--- config.mk ---
export PLATFORM = sky130hd
export DESIGN_NAME = psi_rx
export DESIGN_NICKNAME = d
export VERILOG_FILES = /design/src/rtl/psi_rx_pkg.sv /design/src/rtl/psi_rx_shift.sv /design/src/rtl/psi_rx.sv
export SDC_FILE = /design/constraint.sdc
export NUM_CORES = 1
export LEC_CHECK = 0
export ABC_AREA = 1
export CAP_MARGIN = 20
export CELL_PAD_IN_SITES_DETAIL_PLACEMENT = 0
export CELL_PAD_IN_SITES_GLOBAL_PLACEMENT = 2
export CORE_MARGIN = 1.5
export CORE_UTILIZATION = 36
export DETAILED_ROUTE_END_ITERATION = 12
export PLACE_DENSITY = 0.88
export SLEW_MARGIN = 0
export SYNTH_ARGS = -nofsm -noshare
export SYNTH_HDL_FRONTEND = slang
export SYNTH_HIERARCHICAL = 1
export SYNTH_SLANG_ARGS = --single-unit
--- constraint.sdc ---
create_clock -name s_clk -period 2.55 [get_ports s_clk]
set_input_delay 0.51 -clock s_clk [delete_from_list [all_inputs] [get_ports s_clk]]
set_output_delay 0.51 -clock s_clk [all_outputs]
set_load 0.02 [all_outputs]
--- src/rtl/psi_rx_pkg.sv ---
// Shared psi link constants and state encodings for the transmitter and the receiver.
package psi_rx_pkg;

   localparam int unsigned PSI_DSIZE = 32;
   localparam logic [31:0] SOF_WORD  = 32'h5a5a5a5a;
   localparam logic [31:0] EOF_WORD  = 32'h0f0f0f0f;
   localparam logic [15:0] EOF_TAIL  = 16'h0f0f;

   typedef enum logic [1:0] {
      TxIdle,
      TxSof,
      TxData,
      TxEof
   } psi_tx_state_e;

   typedef enum logic [1:0] {
      RxHunt,
      RxData,
      RxTail
   } psi_rx_state_e;

endpackage

--- src/rtl/psi_rx_shift.sv ---
// LSB-first serial shift register plus free-running bit counter with load-clear.
module psi_rx_shift
   import psi_rx_pkg::*;
#(
   parameter int unsigned DSIZE = PSI_DSIZE,
   parameter int unsigned CntW  = $clog2(DSIZE)
) (
   input  logic             s_clk,
   input  logic             n_rst,
   input  logic             s_data,
   input  logic             cnt_clr,
   output logic [DSIZE-1:0] next_sr,
   output logic [CntW-1:0]  bit_cnt
);

   logic [DSIZE-1:0] sr_q;

   // Word as it will look after this edge; the FSM decides on it directly.
   always_comb begin
      next_sr = {s_data, sr_q[DSIZE-1:1]};
   end

   always_ff @(posedge s_clk) begin
      if (!n_rst) begin
         sr_q    <= '0;
         bit_cnt <= '0;
      end else begin
         sr_q    <= next_sr;
         bit_cnt <= cnt_clr ? '0 : bit_cnt + 1'b1;
      end
   end

endmodule

--- src/rtl/psi_rx.sv ---
// psi serial receiver: SOF hunt, dword deserialization, EOF/tail check, one-word hold for pkt_end.
// Optional statistics counters enabled by defining PSI_RX_STATS_EN.
module psi_rx
   import psi_rx_pkg::*;
#(
   parameter int unsigned DSIZE  = 32,
   parameter int unsigned MAX_DW = 128
) (
   input  logic             s_clk,
   input  logic             n_rst,
   input  logic             s_data,
   output logic [DSIZE-1:0] data,
   output logic             valid,
   output logic             pkt_end,
   output logic             frame_err,
`ifdef PSI_RX_STATS_EN
   output logic [15:0]      pkt_cnt,
   output logic [31:0]      dword_cnt,
`endif
   output logic             busy
);

   localparam int unsigned CntW = $clog2(DSIZE);
   localparam int unsigned DwW  = $clog2(MAX_DW + 1);

   psi_rx_state_e    state_q;
   logic [DSIZE-1:0] hold_q;
   logic             hold_vld_q;
   logic [DwW-1:0]   dw_cnt_q;
   logic             err_pend_q;
   logic [DSIZE-1:0] next_sr;
   logic [CntW-1:0]  bit_cnt;
   logic             cnt_clr;
   logic             word_done;
   logic             tail_done;

   always_comb begin
      word_done = (bit_cnt == CntW'(DSIZE - 1));
      tail_done = (bit_cnt == CntW'(DSIZE / 2 - 1));
      cnt_clr   = ((state_q == RxHunt) && (next_sr == SOF_WORD)) ||
                  ((state_q == RxData) && word_done && (next_sr == EOF_WORD));
   end

   psi_rx_shift #(
      .DSIZE (DSIZE),
      .CntW  (CntW)
   ) u_shift (
      .s_clk   (s_clk),
      .n_rst   (n_rst),
      .s_data  (s_data),
      .cnt_clr (cnt_clr),
      .next_sr (next_sr),
      .bit_cnt (bit_cnt)
   );

   always_ff @(posedge s_clk) begin
      if (!n_rst) begin
         state_q    <= RxHunt;
         hold_q     <= '0;
         hold_vld_q <= 1'b0;
         dw_cnt_q   <= '0;
         err_pend_q <= 1'b0;
         data       <= '0;
         valid      <= 1'b0;
         pkt_end    <= 1'b0;
         frame_err  <= 1'b0;
         busy       <= 1'b0;
      end else begin
         valid      <= 1'b0;
         pkt_end    <= 1'b0;
         frame_err  <= err_pend_q;
         err_pend_q <= 1'b0;
         case (state_q)
            RxHunt: begin
               if (next_sr == SOF_WORD) begin
                  dw_cnt_q   <= '0;
                  hold_vld_q <= 1'b0;
                  busy       <= 1'b1;
                  state_q    <= RxData;
               end
            end
            RxData: begin
               if (word_done) begin
                  if (next_sr == EOF_WORD) begin
                     state_q <= RxTail;
                     if (hold_vld_q) begin
                        data       <= hold_q;
                        valid      <= 1'b1;
                        pkt_end    <= 1'b1;
                        hold_vld_q <= 1'b0;
                     end else begin
                        frame_err <= 1'b1;
                     end
                  end else begin
                     if (hold_vld_q) begin
                        data  <= hold_q;
                        valid <= 1'b1;
                     end
                     if (dw_cnt_q == DwW'(MAX_DW)) begin
                        // Last held dword still goes out; the error strobe trails it by a
                        // cycle so valid and frame_err never coincide.
                        hold_vld_q <= 1'b0;
                        busy       <= 1'b0;
                        state_q    <= RxHunt;
                        if (hold_vld_q) begin
                           err_pend_q <= 1'b1;
                        end else begin
                           frame_err <= 1'b1;
                        end
                     end else begin
                        hold_q     <= next_sr;
                        hold_vld_q <= 1'b1;
                        dw_cnt_q   <= dw_cnt_q + 1'b1;
                     end
                  end
               end
            end
            RxTail: begin
               if (tail_done) begin
                  if (next_sr[DSIZE-1:DSIZE/2] != EOF_TAIL) begin
                     frame_err <= 1'b1;
                  end
                  busy    <= 1'b0;
                  state_q <= RxHunt;
               end
            end
            default: state_q <= RxHunt;
         endcase
      end
   end

`ifdef PSI_RX_STATS_EN
   always_ff @(posedge s_clk) begin
      if (!n_rst) begin
         pkt_cnt   <= '0;
         dword_cnt <= '0;
      end else if (valid) begin
         dword_cnt <= dword_cnt + 1'b1;
         if (pkt_end) begin
            pkt_cnt <= pkt_cnt + 1'b1;
         end
      end
   end
`endif

endmodule

==> metrics.cfg, run 1 <==
[outcome]
status=completed

[yosys]
synth-seq-cells=116
synth.distinct_cells=35
synth_area_um2=4612
syn_inst=610
yosysMostFrequentCell=dfxtp_1
synth_edf_count=0
synth_top_area_cell=dfxtp_1
synth.avg_cell_area_um2=7.561
synth-main-ff-cell=dfxtp_1
synth_top_area_share_pct=50.35
synth_nets=620
synthTopCellsByArea=dfxtp_1 (50%), nand2_1 (8.1%), a21oi_1 (7.9%)
synthArstFlopShare_pct=0
synth_warnings=6
synth_common_cells=dfxtp_1 (116), nand2_1 (100), inv_1 (97), nor2_1 (92), a21oi_1 (73)
ys_seq_area_share_pct=50.35

[power]
p_sw_share_pct=22.70
p_leak_nw=2.390
power_frac_seq_pct=42.5
clockPowerShare_pct=50.8
p_sw_mw=1.001
internal-power_mw=3.407
pwr-share-comb_pct=6.7
power.density_nw_per_um2=775.6
total_power_mw=4.408
peakVddDrop_uv=369.8

[route]
drt_pass1_iterations=5
dr.first_iter.drc_count=144
drtAntennaViolNets=0
vias=3656
vias_per_cell=4.405
drc=0
wire_per_inst_um=11.00
wl_um=9130

[finish]
num_antenna_cells=0
design_area_um2=5683
fin_util_pct=45.22
fin_nets=656
area_growth_pct=23.22
drive_gt1_share_pct=9.574

[placement]
place_ws_ns=0.2443
hpwl_um=6106
placed_cell_area_um2=5110
place.gp.congestion=0.7927
portBuffers=38

[cts]
post_cts_resized=0
htree_levels=4
cts_hold_buffers=0
cts_buffers=17
clock_path_buffers=2
clock_sinks=116
cts_setup_buffers=0
cts_tree=yes
clkTransAtPathRegs_ns=0.05
cts_root_buf=clkbuf_16
clk-insertion-delay-late_ns=0.41

[critical_path]
r2r_slack_ns=0.59
r2r_start=dw_cnt_q[0]
crit_arrival_ns=2.26
startpoint_type=flip-flop
reg2reg_to=hold_q[7]
critical_path_class=reg2reg
crit_end=hold_q[7]
cp_slowest_stage_delay_ns=0.33
crit_slowest_cell=dfxtp_1
ff2ff_path_depth=9
crit_family=simple AND/OR/NAND/NOR gates
setup.worst_path.start=dw_cnt_q[0]
endpoint_kind=flip-flop
cp.required_ns=2.85
path_cells=inv_1, ha_1, nor3b_1, nand4_1, nand3_2, buf_12, inv_4, o21ai_0, a21oi_1
critical_path_buf_inv_count=3
crit_cells=9
worstPathMaxFanout=57

[floorplanning]
ios=39
die_w_um=116.2
rows=41
die_area_um2=13500
die_y_um=116.2
core_um2=12570
start_util_pct=36.69

[job]
drv_cap=0

[min_path]
min-delay-start=u_shift/sr_q[8]
min_path_type=reg2reg

[timing]
min_period_ns=1.958
skew_ns=0.008520
rsz0062_at_grt=false
min_period_over_period_pct=76.79
final_hold_viol_count=0
tightest_slew_ns=0.6199
setup_viol=0
drv_slew=0
setup-tns-final_ns=0
slew_headroom_pct=58.67
max_clock_freq_ghz=0.5107
fin_ws_ns=0.5919

[grt]
grt_pass1_wl_um=15570
grtUsageTotal_pct=15.01
grt_max_degree=70
grt_antenna_before_repair=0
grt_overflow=0
grt_pass1_vias=3422

==> placed cells by master, fill, tap and decap left out, types with 2 or more instances in the layout <==
| master | n |
|---|---|
| dfxtp_1 | 116 |
| nand2_4 | 2 |
| nor2_2 | 5 |
| a21oi_2 | 2 |
| buf_4 | 4 |
| ha_1 | 7 |
| buf_12 | 2 |
| clkinv_4 | 2 |
| nand4_1 | 4 |
| clkbuf_16 | 17 |
| nand3_1 | 20 |
| nor3_1 | 4 |
| clkinv_2 | 4 |
| nand2_2 | 6 |
| nor2_1 | 92 |
| a21oi_1 | 73 |
| nor2_4 | 2 |
| inv_1 | 97 |
| clkdlybuf4s50_1 | 37 |
| o21ai_0 | 34 |
| inv_2 | 3 |
| nand2_1 | 100 |
| xnor2_1 | 2 |
| clkbuf_8 | 5 |
| o21ai_2 | 2 |
==> sequential cells by signal, indices dropped and copies added (netlist names) <==
signal,count
busy,1
data,32
dw_cnt_q,8
err_pend_q,1
frame_err,1
hold_q,32
hold_vld_q,1
pkt_end,1
state_q,2
u_shift/bit_cnt,5
u_shift/sr_q,31
valid,1
==> through the flow <==
step / hold WS [ns] / cells
floorplan: 0.4133 / 610
global placement: 0.4286 / 799
detailed placement: 0.4335 / 799
CTS: 0.4375 / 830
global route: 0.4627 / 830
finish: 0.4329 / 830
==> final cells by class <==
class	instances	area, um2
clock inverters	8	75.07
inverters	102	385.4
well taps	172	215.2
fillers	1269	6885
multi-input cells	365	1742
repair buffers	44	445.4
clock buffers	23	498.0
flip-flops and latches	116	2322
==> how the worst min path moves through the flow <==
stage,end,slack (ns),cells after the start
after floorplan,u_shift/sr_q[5],0.41,2
after global placement,u_shift/sr_q[5],0.43,2
after detailed placement,u_shift/sr_q[7],0.43,2
after CTS,u_shift/sr_q[7],0.44,2
after global routing,u_shift/sr_q[7],0.46,2
final,u_shift/sr_q[7],0.43,2
==> metal layers <==
| metal | track usage, % | up-vias | part of all wire (%) |
|---|---|---|---|
| li1 | - | 1961 | - |
| met1 | 19.14 | 1627 | 51 |
| met2 | 22.75 | 56 | 43 |
| met3 | 4.722 | 12 | 3.3 |
| met4 | 7.967 | 0 | 2.3 |
| met5 | 0 | - | 0 |
==> kinds of logic (layout without fill, tap and decap cells) <==
| group | Yosys count | count (layout) | synth area share (%) |
|---|---|---|---|
| adders and majority gates | 7 | 7 | 1.899 |
| buffers and inverters | 129 | 177 | 11.88 |
| and+or+nand+nor | 240 | 240 | 22.11 |
| AOI/OAI and AO/OA | 115 | 115 | 13.19 |
| DFF | 116 | 116 | 50.35 |
| xor gates and xnor gates | 3 | 3 | 0.5698 |
==> worst min-delay path, delay by kind of cell (launching register included) <==
family                 cells  cell delay (ns)
buffers and inverters      1             0.03
DFF                        1             0.31
and+or+nand+nor            1             0.06
==> power by group through the flow <==
stage | registers (mW) | clock network [mW] | logic [mW]
after global routing | 1.88 | 2.40 | 0.333
final | 1.87 | 2.24 | 0.295
after detailed placement | 1.91 | 0 | 0.294
after floorplan | 1.91 | 0 | 0.228
after CTS | 1.87 | 2.30 | 0.296
after global placement | 1.91 | 0 | 0.292
Note: power is estimated with default switching activity, not from simulation.
==> inputs of run 2 (changes only) <==
- CORE_UTILIZATION: 36 -> 33
- PLACE_DENSITY: 0.88 -> 0.82
- clock period: 2.55 -> 1.9 ns (I/O delays scaled with it)
==> run 2 against run 1 <==
Net effect: largest power group unchanged; die area rose by 8.9%; clock-buffer cell count fell by 4; sequential share of layout area fell by 1.2 points; combinational power rose by 52%; sequential power rose by 35%.
==> metrics.cfg, run 2 (same netlist as run 1, synthesis figures left out) <==
[outcome]
status=completed

[timing]
setup_viol=0  ; unchanged
rsz0062_at_grt=false
setup-tns-final_ns=0  ; unchanged
skew_ns=0.007852  ; -0.0006679 ns
tightest_slew_ns=0.3214  ; -0.2985 ns
min_period_ns=1.767
drv_slew=0  ; unchanged
final_hold_viol_count=0  ; unchanged
max_clock_freq_ghz=0.5660
slew_headroom_pct=78.57  ; +20 points
min_period_over_period_pct=92.99

[route]
wl_um=9426  ; +3.2%
wire_per_inst_um=11.00  ; about the same
vias=3675  ; +0.52%
vias_per_cell=4.288  ; -2.6%
drtAntennaViolNets=0  ; unchanged
drc=0  ; unchanged
drt_pass1_iterations=4  ; -1
dr.first_iter.drc_count=214  ; +49%

[critical_path]
crit_slowest_cell=clkdlybuf4s50_1
endpoint_kind=output port
path_cells=clkdlybuf4s50_1
cp_slowest_stage_delay_ns=0.62  ; +0.29 ns
critical_path_class=reg2out
worstPathMaxFanout=2  ; -96%
crit_arrival_ns=1.39  ; -0.87 ns
startpoint_type=flip-flop
r2r_slack_ns=0.14  ; -0.45 ns
crit_family=buffers and inverters
cp.required_ns=1.52  ; -1.33 ns
critical_path_buf_inv_count=1  ; -2

[finish]
drive_gt1_share_pct=13.00  ; +3.4 points
seqCellArea_um2=2325  ; +0.11%
fin_nets=675  ; +2.9%
multi_input_area_um2=1760  ; +1.1%
num_antenna_cells=0  ; unchanged
area_growth_pct=27.13
nFillCells=1426  ; +12%
final_common_cell=dfxtp_1
layout_common_cells=dfxtp_1 (114), nand2_1 (100), inv_1 (96)
largestRegisters=data: 32 flops, hold_q: 32 flops, u_shift/sr_q: 31 flops

[cts]
clkTransAtPathRegs_ns=0.05  ; about the same
cts_root_buf=clkbuf_16
htree_levels=4  ; unchanged
clk-insertion-delay-late_ns=0.42  ; about the same
cts_buffers=17  ; unchanged
cts_tree=yes
clock_sinks=116  ; unchanged
cts_hold_buffers=0  ; unchanged
clock_path_buffers=2  ; unchanged
cts_setup_buffers=0  ; unchanged

[placement]
portBuffers=38  ; unchanged
hpwl_um=6663  ; +9.1%
place.gp.congestion=0.7641  ; -3.6%

[grt]
grt_overflow=0  ; unchanged
grt_max_degree=41  ; -41%
grt_antenna_before_repair=0  ; unchanged
grt_pass1_wl_um=16160  ; +3.8%
grt_pass1_vias=3403  ; -0.56%
grtUsageTotal_pct=14.29  ; -0.72 points

[floorplanning]
core_um2=13770  ; +9.6%
start_util_pct=33.48  ; -3.2 points
rows=43  ; +4.9%
ios=39  ; unchanged
die_w_um=121.2  ; +4.3%
die_area_um2=14690  ; +8.9%
die_y_um=121.2  ; +4.3%

[min_path]
min_path_type=in2reg

[power]
power.density_nw_per_um2=1035  ; +33%
p_leak_nw=2.472  ; +3.4%
peakVddDrop_uv=514.5  ; +39%
total_power_mw=6.067  ; +38%

[job]
drv_cap=0  ; unchanged

[run 2: cell count changes in the layout (fill, tap and decap cells not counted), moves of 2 or more]
cell	change
dfxtp_1	-2
dfxtp_2	+2
buf_4	+18
clkinvlp_4	+3
clkbuf_8	-3
buf_6	+2
[run 2: final cells by class]
class,count,share of cell area [%]
well taps,180,3.841
clock buffers,19,7.725
multi-input cells,365,30.03
clock inverters,12,2.241
flip-flops and latches,116,39.65
repair buffers,63,9.945
inverters,102,6.573
[run 2: where the power goes]
part,internal [mW],switching (mW),leakage (nW)
clock network,1.99,1.11,0.277
logic,0.183,0.265,1.26
registers,2.48,0.0415,0.937
total,4.65,1.42,2.47
[run 2: what timing repair did]
item                                    4_1_cts  5_1_grt
endpoints found under the setup margin        3       19
gates resized for setup                       1        8
pin swaps                                     1        1
[run 2: worst paths after layout]
| kind | endpoint | start | cells after the start |
|---|---|---|---|
| setup / recovery | busy | busy | 1 |
| hold / removal | hold_q[29] | n_rst | 3 |
| setup reg to reg | dw_cnt_q[3] | dw_cnt_q[0] | 10 |
| hold reg to reg | u_shift/sr_q[5] | u_shift/sr_q[6] | 2 |
[run 2: through the flow]
step                      cell area (um2)  hold WS [ns]  cells  utilization (%)  setup WS [ns]
after floorplan                      4612        0.4133    610                -         0.3335
after global placement               5250        0.4240    826            38.12        -0.1288
after detailed placement             5250        0.4249    826            38.12        -0.1934
after CTS                            5839        0.2526    857            42.40        0.05910
after global routing                 5863        0.2615    857            42.57       0.001848
final                                5863        0.2654    857            42.57         0.1332
[run 2: metal layers]
layer  GRT usage, %  up-vias  wire [um]
met5              0        -          0
met4          7.721        0        172
met3          4.934       15        382
met2          20.95       49       4102
met1          18.37     1610       4768
li1               -     2001          -
==> inputs of run 3 (changes only) <==
- HOLD_SLACK_MARGIN: not set -> 0.12
- SYNTH_HIERARCHICAL: 1 -> not set
- clock period: 1.9 -> 1.67 ns (I/O delays scaled with it)
==> run 3 against run 2 <==
Net effect: the flow now finishes with violations (negative setup slack); wire length increased by 15%; critical path type is now reg2reg; highest routed layer unchanged; hold slack got worse by 0.013 ns; clock-buffer cell count increased by 3; non-clock buffer count increased by 45; via count increased by 6.6%; synthesized area decreased by 1.3%; die area decreased by 1.3%; synthesized cell count decreased by 2.6%; critical endpoint is now hold_q[8]; first-iteration DRC count decreased by 32%; setup slack got worse by 0.14 ns; critical path depth increased by 10.
==> metrics.cfg, run 3 <==
[job]
drv_cap=0  ; unchanged

[timing]
min_period_ns=1.680
fin_ws_ns=-0.009920  ; -0.1431 ns
final_hold_viol_count=0  ; unchanged
setup_viol=1  ; +1
rsz0062_at_grt=true
min_period_over_period_pct=100.6
drv_slew=0  ; unchanged
slew_headroom_pct=82.77  ; +4.2 points
timing.hold.ws_ns=0.2526  ; -0.01281 ns
max_clock_freq_ghz=0.5953
skew_ns=0.007529  ; -0.0003234 ns
tightest_slew_ns=0.2576  ; -0.06383 ns

[yosys]
synth_edf_count=0  ; unchanged
syn_inst=594  ; -2.6%
synthTopCellsByArea=dfxtp_1 (51%), inv_1 (8.8%), nand2_1 (7.9%)
synth.avg_cell_area_um2=7.665  ; +1.4%
yosysMostFrequentCell=dfxtp_1
synth-main-ff-cell=dfxtp_1
synth.distinct_cells=31  ; -11%
synthArstFlopShare_pct=0  ; unchanged
synth-seq-cells=116  ; unchanged
synth_top_area_share_pct=51.00  ; +0.65 points
synth_common_cells=dfxtp_1 (116), inv_1 (107), nand2_1 (96), a21oi_1 (64)
synth_area_um2=4553  ; -1.3%
ys_seq_area_share_pct=51.00  ; +0.65 points
synth_top_area_cell=dfxtp_1
synth_warnings=0  ; -6
synth_nets=606  ; -2.3%

[finish]
design_area_um2=6611  ; +13%
fin_util_pct=49.53  ; +7.0 points
num_antenna_cells=0  ; unchanged
stdcell_count=883  ; +3.0%
fin_nets=707  ; +4.7%
largestRegisters=data: 32 flops, hold_q: 32 flops, u_shift.sr_q: 31 flops
layout_common_cells=dfxtp_1 (105), inv_1 (97), nand2_1 (89)
final_common_cell=dfxtp_1
area_growth_pct=45.20
drive_gt1_share_pct=27.86  ; +15 points
nFillCells=1338  ; -6.2%

[cts]
cts_root_buf=clkbuf_16
cts_tree=yes
cts_hold_buffers=0  ; unchanged
clock_sinks=116  ; unchanged
htree_levels=4  ; unchanged
clock_path_buffers=2  ; unchanged
cts_buffers=17  ; unchanged
clkTransAtPathRegs_ns=0.05  ; about the same
clk-insertion-delay-late_ns=0.41  ; about the same

[outcome]
violations=negative setup slack
status=finished, violations left

[grt]
grtUsageTotal_pct=15.03  ; +0.75 points
grt_max_degree=47  ; +15%
grt_pass1_wl_um=17150  ; +6.2%
grt_overflow=0  ; unchanged
grt_pass1_vias=3665  ; +7.7%
grt_antenna_before_repair=0  ; unchanged

[placement]
hpwl_um=7215  ; +8.3%
placed_cell_area_um2=5548  ; +5.7%
place_inst=837  ; +1.3%
place.gp.congestion=0.8217  ; +7.5%
place_ws_ns=-0.3386  ; -0.1452 ns
portBuffers=38  ; unchanged

[route]
vias_per_cell=4.435  ; +3.4%
drc=0  ; unchanged
dr.first_iter.drc_count=145  ; -32%
vias=3916  ; +6.6%
wl_um=10870  ; +15%
wire_per_inst_um=12.31  ; +12%
drtAntennaViolNets=0  ; unchanged
drt_pass1_iterations=4  ; unchanged

[floorplanning]
die_y_um=120.5  ; -0.63%
die_area_um2=14510  ; -1.3%
core_um2=13350  ; -3.1%
ios=39  ; unchanged
start_util_pct=34.11  ; +0.63 points
die_w_um=120.5  ; -0.63%
rows=42  ; -2.3%

[power]
power.density_nw_per_um2=1095  ; +5.8%
p_leak_nw=3.136  ; +27%
peakVddDrop_uv=687.6  ; +34%

[critical_path]
path_cells=inv_2, ha_4, nand2_4, nor3_4, nor2_4, nand2_4, nor2_8, buf_12, clkbuf_16, o21ai_4, a21oi_1
crit_slowest_cell=dfxtp_2
cp.required_ns=1.98  ; +0.46 ns
worstPathMaxFanout=16  ; +14
critical_path_buf_inv_count=3  ; +2
startpoint_type=flip-flop
worst_path_most_repeated_cell=nand2_4
cp_slowest_stage_delay_ns=0.32  ; -0.30 ns
crit_family=simple AND/OR/NAND/NOR gates
critical_path_class=reg2reg
r2r_slack_ns=-0.01  ; -0.15 ns
endpoint_kind=flip-flop
crit_arrival_ns=1.99  ; +0.60 ns

[min_path]
min_path_type=in2reg

[run 3: cell types whose count changed in the layout (fill, tap and decap cells not counted), moves of 11 or more]
cell             delta
nor2_1             -46
clkdlybuf4s50_1    -36
dlygate4sd2_1      +34
buf_4              +33
o21ai_2            +26
o21ai_1            +16
a21oi_1            -15
o21ai_0            -14
nand2_1            -11
[run 3: area by class of cell]
cell class	instances	area, um2	share of cell area, %
clock buffer	22	474.2	7.173
clock inverter	9	127.6	1.930
inverter	109	411.6	6.226
multi-input combinational	343	1979	29.94
sequential	116	2336	35.33
tap	176	220.2	3.331
timing repair buffer	108	1062	16.07
[run 3: where the power goes]
part	total [mW]	internal [mW]	switching, mW
clock network	3.67	2.44	1.23
registers	2.85	2.82	0.0303
logic	0.712	0.318	0.394
[run 3: logic make-up after synthesis]
group / share of synthesized area [%]
compound gates: 14.84
xor+xnor: 0.9620
fa+ha+maj: 2.473
buf+inv: 11.90
flops: 51.00
simple gates: 18.82
[run 3: routing by layer]
layer	track usage [%]	vias up	share of wire [%]
met5	0	-	0
met4	7.574	0	2.1
met3	3.726	17	2.7
met2	23.69	53	47
met1	19.11	1780	48
li1	-	2066	-
[run 3: final timing paths]
check	start	end	depth (start not counted)
max reg2reg	dw_cnt_q[1]	hold_q[8]	11
min	n_rst	hold_vld_q	3
max	dw_cnt_q[1]	hold_q[8]	11
min reg2reg	u_shift.sr_q[24]	u_shift.sr_q[23]	2
[run 3: through the flow]
stage            TNS, ns  power (mW)
6_report       -0.009920       7.237
5_1_grt           -1.890       7.525
4_1_cts                0       7.228
3_5_place_dp      -16.14       3.514
3_3_place_gp      -13.33       3.508
2_1_floorplan          0       3.271
[run 3: worst min-delay path, stage by stage]
cell and delay [ns]:
buf_2 0.17, nand2_1 0.08, nor2_1 0.03
[run 3: what timing repair did]
item,in CTS,in global routing
gates cloned,0,5
pin swaps,4,18
setup endpoints to repair,91,71
buffers inserted,2,8
gates resized for setup,41,125
==> RTL change 1 (settings of run 2) <==
Add an input register stage for `s_data`; this delays it by one clock.
--- a/src/rtl/psi_rx.sv
+++ b/src/rtl/psi_rx.sv
@@ -23,6 +23,12 @@
    localparam int unsigned CntW = $clog2(DSIZE);
    localparam int unsigned DwW  = $clog2(MAX_DW + 1);
 
+   logic s_data_q;
+
+   always_ff @(posedge s_clk) begin
+      s_data_q <= s_data;
+   end
+
    psi_rx_state_e    state_q;
    logic [DSIZE-1:0] hold_q;
    logic             hold_vld_q;
@@ -47,7 +53,7 @@
    ) u_shift (
       .s_clk   (s_clk),
       .n_rst   (n_rst),
-      .s_data  (s_data),
+      .s_data  (s_data_q),
       .cnt_clr (cnt_clr),
       .next_sr (next_sr),
       .bit_cnt (bit_cnt)
Function: same outputs for any inputs over 10 cycles, from zero or initial values and one cycle with n_rst low; that may be too few to reach the edited logic, so the function may still have changed.
==> RTL change 1 against run 2 <==
Power is 1.2% higher; setup slack better by 0.0094 ns; core utilization is 0.75 points lower; critical path depth stayed put; synthesized area is 0.43% higher; final area is 1.8% lower; sequential cell count is 1 higher; wire length is 1.1% lower.
==> RTL change 1: results (changes against run 2) <==
{
  "outcome": {"value": "complete, no violations"},
  "ys_seq_area_frac": {"value": 0.5057, "change": "+0.002146"},
  "fmax": {"value": 0.5690, "unit": "GHz", "change": "+0.53%"},
  "grt_use_met3": {"value": 0.04464, "change": "-0.004699"},
  "post_route_cells_drive_above_1_share": {"value": 0.09970, "change": "-0.03029"},
  "synth_async_sr_flop_share": {"value": 0, "change": "unchanged"},
  "fin_skew": {"value": 0.005003, "unit": "ns", "change": "-0.002850 ns"},
  "whs_endpoint": {"value": "u_shift/sr_q[2]$_SDFF_PN0_"},
  "r2r.worst_path.cells": {"value": 9, "change": "-1"},
  "fin_worst_hold_slack": {"value": 0.3227, "unit": "ns", "change": "+0.05722 ns"},
  "worst-slew-pin-transition": {"value": 0.3403, "unit": "ns", "change": "+0.01889 ns"},
  "commonest_cells_in_the_synthesized_netlist": {"value": "117 x dfxtp_1, 100 x nand2_1, 97 x inv_1"},
  "synth_cells": {"value": 611, "change": "+0.16%"},
  "r2r_setup_slack": {"value": 0.14, "unit": "ns"},
  "groute.usage.overall": {"value": 0.1392, "change": "-0.003610"},
  "synth_fa_ha_area_frac": {"value": 0.01891, "change": "-0.00008208"},
  "reg2reg_to": {"value": "hold_q[31]$_SDFFE_PN0P_"},
  "drt_iter0_markers": {"value": 129, "change": "-40%"},
  "finalNonFillerCells": {"value": 842, "change": "-1.8%"},
  "met2_routing_resource_usage_after_global_routing": {"value": 0.1970, "change": "-0.01248"},
  "place_congestion": {"value": 0.7959, "change": "+4.2%"},
  "synth.area.top_cells": {"value": "dfxtp_1 51%, nand2_1 8.1%, a21oi_1 7.9%"},
  "mappedNetlistNets": {"value": 621, "change": "+0.16%"},
  "synthXorXnorAreaFrac": {"value": 0.005673, "change": "-0.00002462"},
  "grtUsageMet1": {"value": 0.1869, "change": "+0.003187"},
  "vias_in_the_first_global_route": {"value": 3382, "change": "-0.62%"},
  "post-dp-hpwl": {"value": 6286, "unit": "um", "change": "-5.6%"},
  "synth_compound_area_frac": {"value": 0.1313, "change": "-0.0005699"},
  "internal_power": {"value": 0.004651, "unit": "W", "change": "about the same"},
  "placed_area": {"value": 5180, "unit": "sq um", "change": "-1.3%"},
  "drt_pre_antenna_iters": {"value": 4, "change": "unchanged"},
  "dp.cells": {"value": 810, "change": "-1.9%"},
  "routed_wire_length_per_instance": {"value": 11.07, "unit": "um", "change": "+0.67%"},
  "placement.setup.worst_slack": {"value": 0.1523, "unit": "ns", "change": "+0.3457 ns"},
  "filler_cell_count": {"value": 1482, "change": "+3.9%"},
  "hold-path-cell-count": {"value": 3, "change": "unchanged"},
  "grt_start_max_net_pins": {"value": 50, "change": "+22%"}
}
-- RTL change 1: cell count changes in the layout (fill, tap and decap cells not counted), sizes merged --
cell and change:
clkbuf +7, clkinvlp -3, buf -14, inv -1, dfxtp +1, bufinv -2, clkinv -3
-- RTL change 1: layout make-up --
class                      instances  share of cell area
sequential                       117              0.4067
multi-input combinational        365              0.3041
clock buffer                      26             0.09190
timing repair buffer              49             0.08820
inverter                         102             0.06691
tap                              180             0.03910
clock inverter                     3            0.003041
-- RTL change 1: power by group through the flow --
stage,sequential (W),combinational [W],clock [W]
floorplan,0.00261,0.000494,0
global placement,0.00262,0.000613,0
detailed placement,0.00262,0.000617,0
CTS,0.00257,0.000621,0.00299
global route,0.00258,0.000768,0.00309
finish,0.00257,0.000670,0.00290
-- RTL change 1: routing by layer --
metal / share of wire / vias to the layer above
met5: 0 / -
met4: 0.027 / 0
met3: 0.036 / 21
met2: 0.42 / 49
met1: 0.52 / 1639
li1: - / 1959
==> RTL change 2 (config.mk and constraints of run 2) <==
Without the edit above. `MAX_DW`: 128 -> 64.
--- a/src/rtl/psi_rx.sv
+++ b/src/rtl/psi_rx.sv
@@ -4,7 +4,7 @@
    import psi_rx_pkg::*;
 #(
    parameter int unsigned DSIZE  = 32,
-   parameter int unsigned MAX_DW = 128
+   parameter int unsigned MAX_DW = 64
 ) (
    input  logic             s_clk,
    input  logic             n_rst,
Function: no difference found for any inputs over 10 cycles, from zero or initial values and one cycle with n_rst low; that may be too few to reach the edited logic, so the function may still have changed.
==> RTL change 2 against run 2 <==
Setup slack better by 0.020 ns; power rose by 0.67%; wire length up 5.0%; combinational power increased by 2%; synthesized area grew 0.16%; die area rose by 0.16%; final area is 0.83% higher; clock skew down 0.0015 ns; sequential cell count is 1 lower; count of clock-buffer cells in the layout is 6 higher; core utilization up 0.35 points; largest power group unchanged.
==> RTL change 2: results (changes against run 2) <==
{
  "synth.area.top_cells": {"value": "dfxtp_1 50%, nand2_1 8.8%, nor2_1 8.3%"},
  "mappedNetlistNets": {"value": 637, "change": "+2.7%"},
  "nonClockBufferCount": {"value": 58, "change": "-7.9%"},
  "seq_area_frac": {"value": 0.3894, "change": "-0.007082"},
  "grt_start_max_net_pins": {"value": 71, "change": "+73%"},
  "synthXorXnorAreaFrac": {"value": 0.003792, "change": "-0.001905"},
  "outcome": {"value": "complete, no violations"},
  "yosys.cell_types.count": {"value": 30, "change": "-14%"},
  "clkCellAreaFrac": {"value": 0.09905, "change": "-0.0006109"},
  "synth_fa_ha_area_frac": {"value": 0.01896, "change": "-0.00003086"},
  "fin_skew": {"value": 0.006393, "unit": "ns", "change": "-0.001459 ns"},
  "grtUsageMet1": {"value": 0.1822, "change": "-0.001466"},
  "slew_headroom": {"value": 0.7426, "change": "-0.04314"},
  "irDropWorstVdd": {"value": 540.0, "unit": "uV", "change": "+5.0%"},
  "nFlopsAndLatches": {"value": 115, "change": "-0.86%"},
  "place_congestion": {"value": 0.7661, "change": "+0.26%"},
  "hold-path-cell-count": {"value": 2, "change": "-1"},
  "num-nets-final": {"value": 688, "change": "+1.9%"},
  "signal_buffer_area_fraction": {"value": 0.1037, "change": "+0.004259"},
  "worstHoldPathType": {"value": "reg -> reg"},
  "vias_in_the_first_global_route": {"value": 3574, "change": "+5.0%"},
  "groute.usage.overall": {"value": 0.1472, "change": "+0.004307"},
  "p_sw": {"value": 0.001326, "unit": "W", "change": "-6.6%"},
  "critical_path_arrival": {"value": 1.37, "unit": "ns", "change": "-0.02 ns"},
  "routed_wire_length_per_instance": {"value": 11.39, "unit": "um", "change": "+3.6%"},
  "multi_input_area_share": {"value": 0.3024, "change": "+0.002177"},
  "commonest_cells_in_the_synthesized_netlist": {"value": "115 x dfxtp_1, 108 x nand2_1, 102 x nor2_1"},
  "met2_routing_resource_usage_after_global_routing": {"value": 0.2334, "change": "+0.02389"},
  "clkbuf_count": {"value": 25, "change": "+6"}
}
-- RTL change 2: cell count changes in the layout (fill, tap and decap cells not counted), moves of 5 or more --
cell / run 2 / this run
buf_12: 1 / 7
clkbuf_1: 0 / 5
buf_4: 22 / 13
nand2_1: 100 / 108
nor2_1: 92 / 102
-- RTL change 2: layer usage --
layer  vias up  wire length, um
li1       2044                -
met1      1711             4951
met2        47             4446
met3        16              309
met4         0              194
met5         -                0
-- RTL change 2: logic make-up after synthesis --
logic type      after synthesis
compound gates              111
xor+xnor                      2
fa+ha+maj                     7
buf+inv                     132
flops                       115
simple gates                260
-- RTL change 2: through the flow --
step / std cells / worst slack, ns
floorplan: 627 / 0.3153
global placement: 838 / -0.1663
detailed placement: 838 / -0.1781
CTS: 868 / 0.1111
global route: 869 / 0.01608
finish: 869 / 0.1532
-- RTL change 2: final timing paths --
| check | start | to | slack, ns |
|---|---|---|---|
| hold / removal | hold_q[25]$_SDFFE_PN0P_ | hold_q[25]$_SDFFE_PN0P_ | 0.45 |
| setup / recovery | data[6]$_SDFFE_PN0P_ | data[6] | 0.15 |
| setup reg to reg | dw_cnt_q[0]$_SDFFE_PN0P_ | hold_q[18]$_SDFFE_PN0P_ | 0.18 |
| hold reg to reg | hold_q[25]$_SDFFE_PN0P_ | hold_q[25]$_SDFFE_PN0P_ | 0.45 |
-- RTL change 2: power by group through the flow --
stage                     Clock, W  Combinational, W  Sequential, W
after CTS                  0.00324          0.000427        0.00250
after detailed placement         0          0.000422        0.00255
after floorplan                  0          0.000306        0.00255
after global routing       0.00336          0.000514        0.00250
after global placement           0          0.000421        0.00254
final                      0.00315          0.000455        0.00250
-- RTL change 2: repair_timing --
item	4_1_cts	5_1_grt
buffers inserted	0	1
resized for setup	0	2
setup endpoints to repair	0	8
